[src/rtl/lampfpu_log_norm.sv]
// lampfpu_log_norm: normalizes |ln(x)| and rounds it to bfloat16 with
// round-to-nearest-even. Normalization shifts one bit per cycle. Operand
// special cases skip normalization and return a fixed encoding.
module lampfpu_log_norm #(
  parameter int Z_DW   = 25,
  parameter int Z_FRAC = 16,
  parameter int E_DW   = 8,
  parameter int F_DW   = 7,
  parameter int BIAS   = 127
) (
  input  logic            clk,
  input  logic            rst,
  input  logic            valid_i,
  output logic            ready_o,
  input  logic            s_i,
  input  logic [Z_DW-1:0] z_i,
  input  logic            isZ_i,
  input  logic            isInf_i,
  input  logic            isNaN_i,
  input  logic            isNeg_i,
  output logic            s_res_o,
  output logic [E_DW-1:0] e_res_o,
  output logic [F_DW-1:0] f_res_o,
  output logic            valid_o,
  output logic            isOverflow_o,
  output logic            isUnderflow_o,
  output logic            isToRound_o
);

  // The exponent of the MSB of z_i is (Z_DW-1-Z_FRAC). Every normalizing
  // shift lowers that by one.
  localparam logic [E_DW-1:0] EXP_INIT = E_DW'(BIAS + Z_DW - 1 - Z_FRAC);
  // Bits below the guard bit. All of them feed sticky.
  localparam int              ST_DW    = Z_DW - 2 - F_DW;
  localparam logic [E_DW-1:0] EXP_ONES = '1;
  localparam logic [F_DW-1:0] QNAN_F   = F_DW'(1) << (F_DW - 1);

  typedef enum logic [1:0] {IDLE, NORM, ROUND, DONE} state_t;

  state_t          state, stateNext;
  logic [Z_DW-1:0] mant;
  // The exponent stays within 111..136, so E_DW bits are enough and it never wraps.
  logic [E_DW-1:0] exp;
  logic            sign;
  logic            special;
  logic            flagZ, flagInf, flagNaN, flagNeg;

  logic            anySpecialIn;
  logic [F_DW-1:0] frac;
  logic            guard, sticky, incr;
  logic [F_DW:0]   fracSum;
  logic            rSign;
  logic [E_DW-1:0] rExp;
  logic [F_DW-1:0] rFrac;
  logic            rInexact;

  assign anySpecialIn  = isZ_i | isInf_i | isNaN_i | isNeg_i | (z_i == '0);
  assign ready_o       = (state == IDLE);
  assign valid_o       = (state == DONE);
  assign isOverflow_o  = 1'b0;
  assign isUnderflow_o = 1'b0;

  // State register, operand capture, shift-normalize, and the result registers.
  always_ff @(posedge clk) begin
    // NOTE: every sequential assignment is non-blocking. Each register then
    // samples values from before the edge, whatever the statement order is.
    if (rst) begin
      state       <= IDLE;
      mant        <= '0;
      exp         <= '0;
      sign        <= 1'b0;
      special     <= 1'b0;
      flagZ       <= 1'b0;
      flagInf     <= 1'b0;
      flagNaN     <= 1'b0;
      flagNeg     <= 1'b0;
      s_res_o     <= 1'b0;
      e_res_o     <= '0;
      f_res_o     <= '0;
      isToRound_o <= 1'b0;
    end else begin
      state <= stateNext;
      case (state)
        IDLE: begin
          if (valid_i) begin
            mant    <= z_i;
            exp     <= EXP_INIT;
            sign    <= s_i;
            special <= anySpecialIn;
            flagZ   <= isZ_i;
            flagInf <= isInf_i;
            flagNaN <= isNaN_i;
            flagNeg <= isNeg_i;
          end
        end
        NORM: begin
          if (!mant[Z_DW-1]) begin
            mant <= mant << 1;
            exp  <= exp - 1'b1;
          end
        end
        ROUND: begin
          // Specials also pass through ROUND. This gives them the same
          // two-cycle accept-to-strobe path as a normal result.
          s_res_o     <= rSign;
          e_res_o     <= rExp;
          f_res_o     <= rFrac;
          isToRound_o <= rInexact;
        end
        default: ;
      endcase
    end
  end

  // Next-state logic. A special operand skips normalization.
  always_comb begin
    // NOTE: stateNext gets a default before the case statement. Every path
    // then assigns it, so no latch is inferred.
    stateNext = state;
    case (state)
      IDLE:    if (valid_i) stateNext = anySpecialIn ? ROUND : NORM;
      NORM:    if (mant[Z_DW-1]) stateNext = ROUND;
      ROUND:   stateNext = DONE;
      DONE:    stateNext = IDLE;
      default: stateNext = IDLE;
    endcase
  end

  // Round-to-nearest-even on the normalized mantissa, with special-case override.
  always_comb begin
    frac     = mant[Z_DW-2 -: F_DW];
    guard    = mant[ST_DW];
    sticky   = |mant[ST_DW-1:0];
    incr     = guard & (sticky | frac[0]);
    fracSum  = {1'b0, frac} + {{F_DW{1'b0}}, incr};
    rSign    = sign;
    rExp     = fracSum[F_DW] ? exp + 1'b1 : exp;
    rFrac    = fracSum[F_DW-1:0];
    rInexact = guard | sticky;
    if (special) begin
      rInexact = 1'b0;
      if (flagNaN || (flagNeg && !flagZ)) begin
        rSign = 1'b0;
        rExp  = EXP_ONES;
        rFrac = QNAN_F;
      end else if (flagZ) begin
        rSign = 1'b1;
        rExp  = EXP_ONES;
        rFrac = '0;
      end else if (flagInf) begin
        rSign = 1'b0;
        rExp  = EXP_ONES;
        rFrac = '0;
      end else begin
        rSign = sign;
        rExp  = '0;
        rFrac = '0;
      end
    end
  end

endmodule

[config.mk]
export PLATFORM = sky130hd
export DESIGN_NAME = lampfpu_log_norm
export DESIGN_NICKNAME = d
export VERILOG_FILES = /design/src/rtl/lampfpu_log_norm.sv
export SDC_FILE = /design/constraint.sdc
export NUM_CORES = 1
export LEC_CHECK = 0
export ABC_AREA = 1
export ABC_CLOCK_PERIOD_IN_PS = 1900
export CORE_UTILIZATION = 52
export CTS_CLUSTER_DIAMETER = 200
export DETAILED_ROUTE_END_ITERATION = 16
export GPL_ROUTABILITY_DRIVEN = 0
export GPL_TIMING_DRIVEN = 0
export HOLD_SLACK_MARGIN = 0.08
export PLACE_DENSITY = 0.79
export SLEW_MARGIN = 5
export SYNTH_ARGS = -nofsm -noshare
export SYNTH_HDL_FRONTEND = slang
export SYNTH_SLANG_ARGS = --single-unit
export TNS_END_PERCENT = 10
[constraint.sdc]
create_clock -name clk -period 1.9 [get_ports clk]
set_input_delay 0.285 -clock clk [delete_from_list [all_inputs] [get_ports clk]]
set_output_delay 0.285 -clock clk [all_outputs]
set_load 0.01 [all_outputs]
==> results of run 1 <==
flip-flops by register name, summed over array words and instances (netlist names):
register,flops
isToRound_o,1
flagInf,1
state,2
e_res_o,8
exp,8
flagNaN,1
mant,25
flagZ,1
f_res_o,7
flagNeg,1
s_res_o,1
sign,1
special,1
kinds of logic after synthesis:
kind of cell / after synthesis
flip-flops: 58
adder cells (fa/ha/maj): 7
AO/OA/AOI/OAI: 99
AND/OR/NAND/NOR: 201
buffers and inverters: 74
other: 1
metal layers:
layer  wire length (um)  vias to the layer above  track usage
met3                432                       10       0.0694
met1               3230                     1356        0.316
met2               3470                      108        0.432
met4                124                        0        0.108
li1                   -                     1562            -
met5                  0                        -            0
per-stage QoR:
step | hold WS, ns | instances
6_report | 0.379 | 577
5_1_grt | 0.423 | 577
4_1_cts | 0.372 | 578
3_5_place_dp | 0.458 | 563
3_3_place_gp | 0.453 | 563
2_1_floorplan | 0.433 | 441
placed cells by master, fill, tap and decap left out, drive strengths merged, types with 3 or more instances in the layout:
cell,n
a21oi,33
o22ai,3
clkbuf,18
o21ai,35
a221oi,8
a31oi,18
nor2,51
nand3b,4
dfxtp,58
nand2,114
ha,7
nand4,4
clkdlybuf4s50,49
nor3,3
nand3,21
buf,10
inv,55
final cells by class:
cell class / instances / area [sq um] / area share
Clock inverter: 5 / 55.1 / 0.0146
Sequential cell: 58 / 1160 / 0.308
Clock buffer: 10 / 138 / 0.0365
Buffer: 18 / 106 / 0.0282
Tap cell: 72 / 90.1 / 0.0239
Inverter: 55 / 209 / 0.0554
Multi-Input combinational cell: 309 / 1510 / 0.400
Timing Repair Buffer: 50 / 503 / 0.133
timing repair:
item,in CTS,in global routing
endpoints found under the setup margin,7,27
resized for setup,2,5
hold buffers,0,0
power by group through the flow:
stage               Clock (mW)  Combinational (mW)  Sequential (mW)
floorplan                    0                1.45             1.90
global placement             0                2.09             1.92
detailed placement           0                2.12             1.94
CTS                       1.14                2.14             1.92
global route              1.20                2.42             1.98
finish                    1.12                2.16             1.93
worst paths after layout:
path                                  from    endpoint  slack (ns)
worst max register to register    state[1]     mant[3]        0.11
worst min-delay path                   rst     special        0.38
worst max-delay path              state[1]     mant[3]        0.11
worst min register to register  f_res_o[2]  f_res_o[2]        0.47
worst reg2reg max path, cell delays in order (launching register included):
cell,delay (ns)
dfxtp_1,0.37
inv_1,0.08
ha_1,0.18
buf_4,0.17
inv_4,0.11
o21ai_2,0.08
nand2_2,0.14
buf_4,0.20
inv_2,0.10
o21ai_0,0.19
nor2_1,0.07
==> out/metrics.yaml, run 1 <==
status: "finished, final reports clean"
cp_common_cell: "buf_4"
detail-route-antenna-nets: 0
fillers: 478
setup_viol: 0
core.rowCount: 27
hp-class: "in2reg"
cts_tree: "built"
syn_inst: 440
drc: 0
period_minus_slack_ns: 1.79
post-synth-top-count-cell: "nand2_1"
path_cells: "inv_1 -> ha_1 -> buf_4 -> inv_4 -> o21ai_2 -> nand2_2 -> buf_4 -> inv_2 -> o21ai_0 -> nor2_1"
synth_top_flop_cell: "dfxtp_1"
cap_violations: 0
clock_skew_ns: 0.00868
combPwrFrac: 0.414
vias: 3036
synthesis.area_sq_um: 2980
die_w_um: 77.7
postLayoutSetupSlackWorst_ns: 0.108
rsz0062_at_grt: "true"
via_per_inst: 5.26
synth_top_family_by_area: "simple AND/OR/NAND/NOR gates"
ys_seq_elements: 58
cellPowerDensity_nw_per_um2: 1380
cp.depth: 10
synthSimpleGateAreaFrac: 0.286
synth-adder-area-share: 0.0294
cpMaxStageDelayCell: "dfxtp_1"
critPathTopFamily: "buffers and inverters"
dpl.hpwl_mm: 5.32
worstPathMaxFanout: 10
die_h_um: 77.7
synth.mux.area_fraction: 0
drive_gt1_frac: 0.0752
p_leak_nw: 1.56
synth_edf_count: 0
async_flop_share: 0
dieArea_sq_um: 6030
crit_required_ns: 2.13
relSlewSlack: 0.602
placed_cell_area_sq_um: 3570
design_area_sq_um: 3770
p_seq_frac: 0.370
antenna_found_initial: 0
first_iter_violations: 186
grt_usage: 0.260
totalPowerFinal_mw: 5.21
final_util: 0.685
syn_to_final_growth_pct: 26.6
crit_buf_inv: 5
ctsLongestPathBuffers: 2
start_util: 0.541
sw_frac_of_total: 0.406
post-place-ws_ns: -0.0221
p_sw_mw: 2.11
seq_area_frac_synth: 0.390
synth.top_cell.area_share: 0.390
synth.area.top_cells: "dfxtp_1 39%, nand2_1 14%, inv_1 6.6%, nor2_1 5.9%, a21oi_1 5.5%"
synth_xor_area_frac: 0
syn_area_per_cell_sq_um: 6.77
final-hold-violation-count: 0
dr.pass1.iters: 6
postCtsSetupBuffers: 0
gr-total-overflow: 0
clk_latency_ns: 0.34
path_clk_slew_ns: 0.07
worst-r2r-cell-count: 10
core-area_sq_um: 5510
min_delay_path_depth: 4
num_antenna_cells: 0
cts_sinks: 58
ctsHtreeMaxLevel: 3
maxSlewViolCount: 0
ir_drop_mv: 0.633
worstMarginPinSlew_ns: 0.596
end_kind: "flop"
route.detailed.wl_per_inst_um: 12.6
grt_pass1_vias: 2730
fmax_mhz: 558
fin_tns_setup_ns: 0
path_class: "reg2reg"
p_int_mw: 3.10
io_pins: 54
synth.largest_area_cell: "dfxtp_1"
crit_path_start_kind: "flop"
nets: 541
cts_made_buffers: 9
grt_max_degree: 11
cts-root-buf: "clkbuf_8"
synth_compound_area_frac: 0.188
post-route-period-util: 0.943
max_stage_delay_ns: 0.37
drt_wl_total_mm: 7.26
critical_path_arrival_ns: 2.02
p_clk_frac: 0.216
yosysWarnings: 0
yosys-top-cells-count: "113 x nand2_1, 58 x dfxtp_1, 52 x inv_1"
grt_pass1_wl_mm: 12.3
synth_cell_type_count: 33
portBuffers: 50
No activity file was read; power rests on OpenSTA's default activity.
==> inputs of run 2 (changes only) <==
--- a/config.mk
+++ b/config.mk
@@ -14,6 +14,7 @@
 export GPL_TIMING_DRIVEN = 0
 export HOLD_SLACK_MARGIN = 0.08
 export PLACE_DENSITY = 0.79
+export RECOVER_POWER = 25
 export SLEW_MARGIN = 5
 export SYNTH_ARGS = -nofsm -noshare
 export SYNTH_HDL_FRONTEND = slang
==> out/metrics.yaml, run 2 (same netlist as run 1, synthesis figures left out) <==
antenna_found_initial: 0  # unchanged
clock_skew_ns: 0.00868  # +0.0000000500 ns
grt_usage: 0.260  # unchanged
cp_common_cell: "buf_4"
setup_viol: 0  # unchanged
fillers: 478  # unchanged
crit_path_start_kind: "flop"
largest_register: "mant"
fmax_mhz: 558  # about the same
path_class: "reg2reg"
design_area_sq_um: 3770  # unchanged
period_minus_slack_ns: 1.79  # +0.0000680 ns
max_stage_delay_ns: 0.37  # about the same
worst-r2r-cell-count: 10  # unchanged
dieArea_sq_um: 6030  # unchanged
start_util: 0.541  # unchanged
portBuffers: 50  # unchanged
cts_tree: "built"
syn_to_final_growth_pct: 26.6  # unchanged
crit_required_ns: 2.13  # about the same
gr-total-overflow: 0  # unchanged
detail-route-antenna-nets: 0  # unchanged
fin_tns_setup_ns: 0  # unchanged
cts_sinks: 58  # unchanged
worstMarginPinSlew_ns: 0.598  # +0.00186 ns
largest_reg_flops: 25  # unchanged
crit_start: "state[1]"
nets: 541  # unchanged
ctsLongestPathBuffers: 2  # unchanged
ctsHtreeMaxLevel: 3  # unchanged
maxSlewViolCount: 0  # unchanged
relSlewSlack: 0.601  # -0.00124
worstPathMaxFanout: 10  # unchanged
cellPowerDensity_nw_per_um2: 1370  # -0.52%
layout_common_cells: "113 x nand2_1, 58 x dfxtp_1, 52 x inv_1, 47 x nor2_1, 34 x clkdlybuf4s50_1"
drive_gt1_frac: 0.0752  # unchanged
largestRegisters: "mant (25), e_res_o (8), exp (8)"
num_antenna_cells: 0  # unchanged
cap_violations: 0  # unchanged
io_pins: 54  # unchanged
cpMaxStageDelayCell: "dfxtp_1"
cts-root-buf: "clkbuf_8"
r2r-start: "state[1]"
path_clk_slew_ns: 0.07  # about the same
die_w_um: 77.7  # unchanged
core-area_sq_um: 5510  # unchanged
hp-class: "in2reg"
end_kind: "flop"
drc: 0  # unchanged
core.rowCount: 27  # unchanged
grt_pass1_wl_mm: 12.3  # unchanged
critical_path_arrival_ns: 2.02  # about the same
dr.pass1.iters: 4  # -2
post-route-period-util: 0.943  # about the same
die_h_um: 77.7  # unchanged
r2r_slack_ns: 0.11  # about the same
dpl.hpwl_mm: 5.32  # unchanged
final-hold-violation-count: 0  # unchanged
grt_max_degree: 11  # unchanged
via_per_inst: 5.26  # about the same
min_from: "rst"
final_common_cell: "nand2_1"
cp-endpoint: "mant[3]"
grt_pass1_vias: 2730  # unchanged
first_iter_violations: 187  # +0.54%
path_cells: "inv_1 -> ha_1 -> buf_4 -> inv_4 -> o21ai_2 -> nand2_2 -> buf_4 -> inv_2 -> o21ai_0 -> nor2_1"
clk_latency_ns: 0.34  # about the same
rsz0062_at_grt: "true"
postCtsSetupBuffers: 0  # unchanged
cts_made_buffers: 9  # unchanged
vias: 3037  # +0.033%
drt_wl_total_mm: 7.27  # +0.11%
route.detailed.wl_per_inst_um: 12.6  # +0.11%
status: "finished, final reports clean"
timing.rr.end: "mant[3]"
ir_drop_mv: 0.632  # about the same
p_leak_nw: 1.61  # +3.1%
placed_cell_area_sq_um: 3570  # unchanged
[run 2: cell count changes in the layout (fill, tap and decap cells not counted), sizes merged]
| cell | before | now |
|---|---|---|
| dlygate4sd3 | 0 | 15 |
| clkdlybuf4s50 | 49 | 34 |
[run 2: area by class of cell]
type                    count  area, sq um  share of cell area
multi-input cells         309         1510               0.400
flip-flops and latches     58         1160               0.308
repair buffers             50          503               0.133
inverters                  55          209              0.0554
clock buffers              10          138              0.0365
plain buffers              18          106              0.0282
well taps                  72         90.1              0.0239
clock inverters             5         55.1              0.0146
[run 2: worst max-delay path: cells and delay by family (launching register included)]
family	cells	cell delay, ns
buffers and inverters	5	0.65
flip-flops	1	0.37
AO/OA/AOI/OAI	2	0.27
AND/OR/NAND/NOR	2	0.21
adder cells (fa/ha/maj)	1	0.18
[run 2: layer usage]
metal / part of all wire / track usage / up-vias
met5: 0 / 0 / -
met4: 0.017 / 0.108 / 0
met3: 0.058 / 0.0694 / 10
met2: 0.48 / 0.432 / 109
met1: 0.45 / 0.316 / 1356
li1: - / - / 1562
[run 2: how the worst min path moves through the flow]
stage            endpoint  slack, ns  cells past startpoint
3_5_place_dp   f_res_o[5]       0.46                      2
4_1_cts           special       0.37                      4
5_1_grt           special       0.42                      4
6_report          special       0.38                      4
3_3_place_gp   f_res_o[5]       0.45                      2
2_1_floorplan     mant[0]       0.43                      2
[run 2: stage by stage]
step | hold WS, ns | setup WS, ns | power, mW | cells | util
final | 0.379 | 0.108 | 5.18 | 577 | 0.685
after global routing | 0.423 | -0.0108 | 5.57 | 577 | 0.685
after CTS | 0.372 | 0.0161 | 5.19 | 578 | 0.684
after detailed placement | 0.458 | -0.0221 | 4.05 | 563 | 0.649
after global placement | 0.453 | 0.0302 | 4.01 | 563 | 0.649
after floorplan | 0.433 | 0.284 | 3.35 | 441 | -
[run 2: power breakdown]
group | switching (mW) | internal [mW]
Clock | 0.496 | 0.628
Combinational | 1.29 | 0.844
Sequential | 0.326 | 1.60
[run 2: what timing repair did]
action,CTS,global route
resized for setup,2,5
hold buffers,0,0
endpoints found under the setup margin,7,27
hold endpoints to repair,0,0
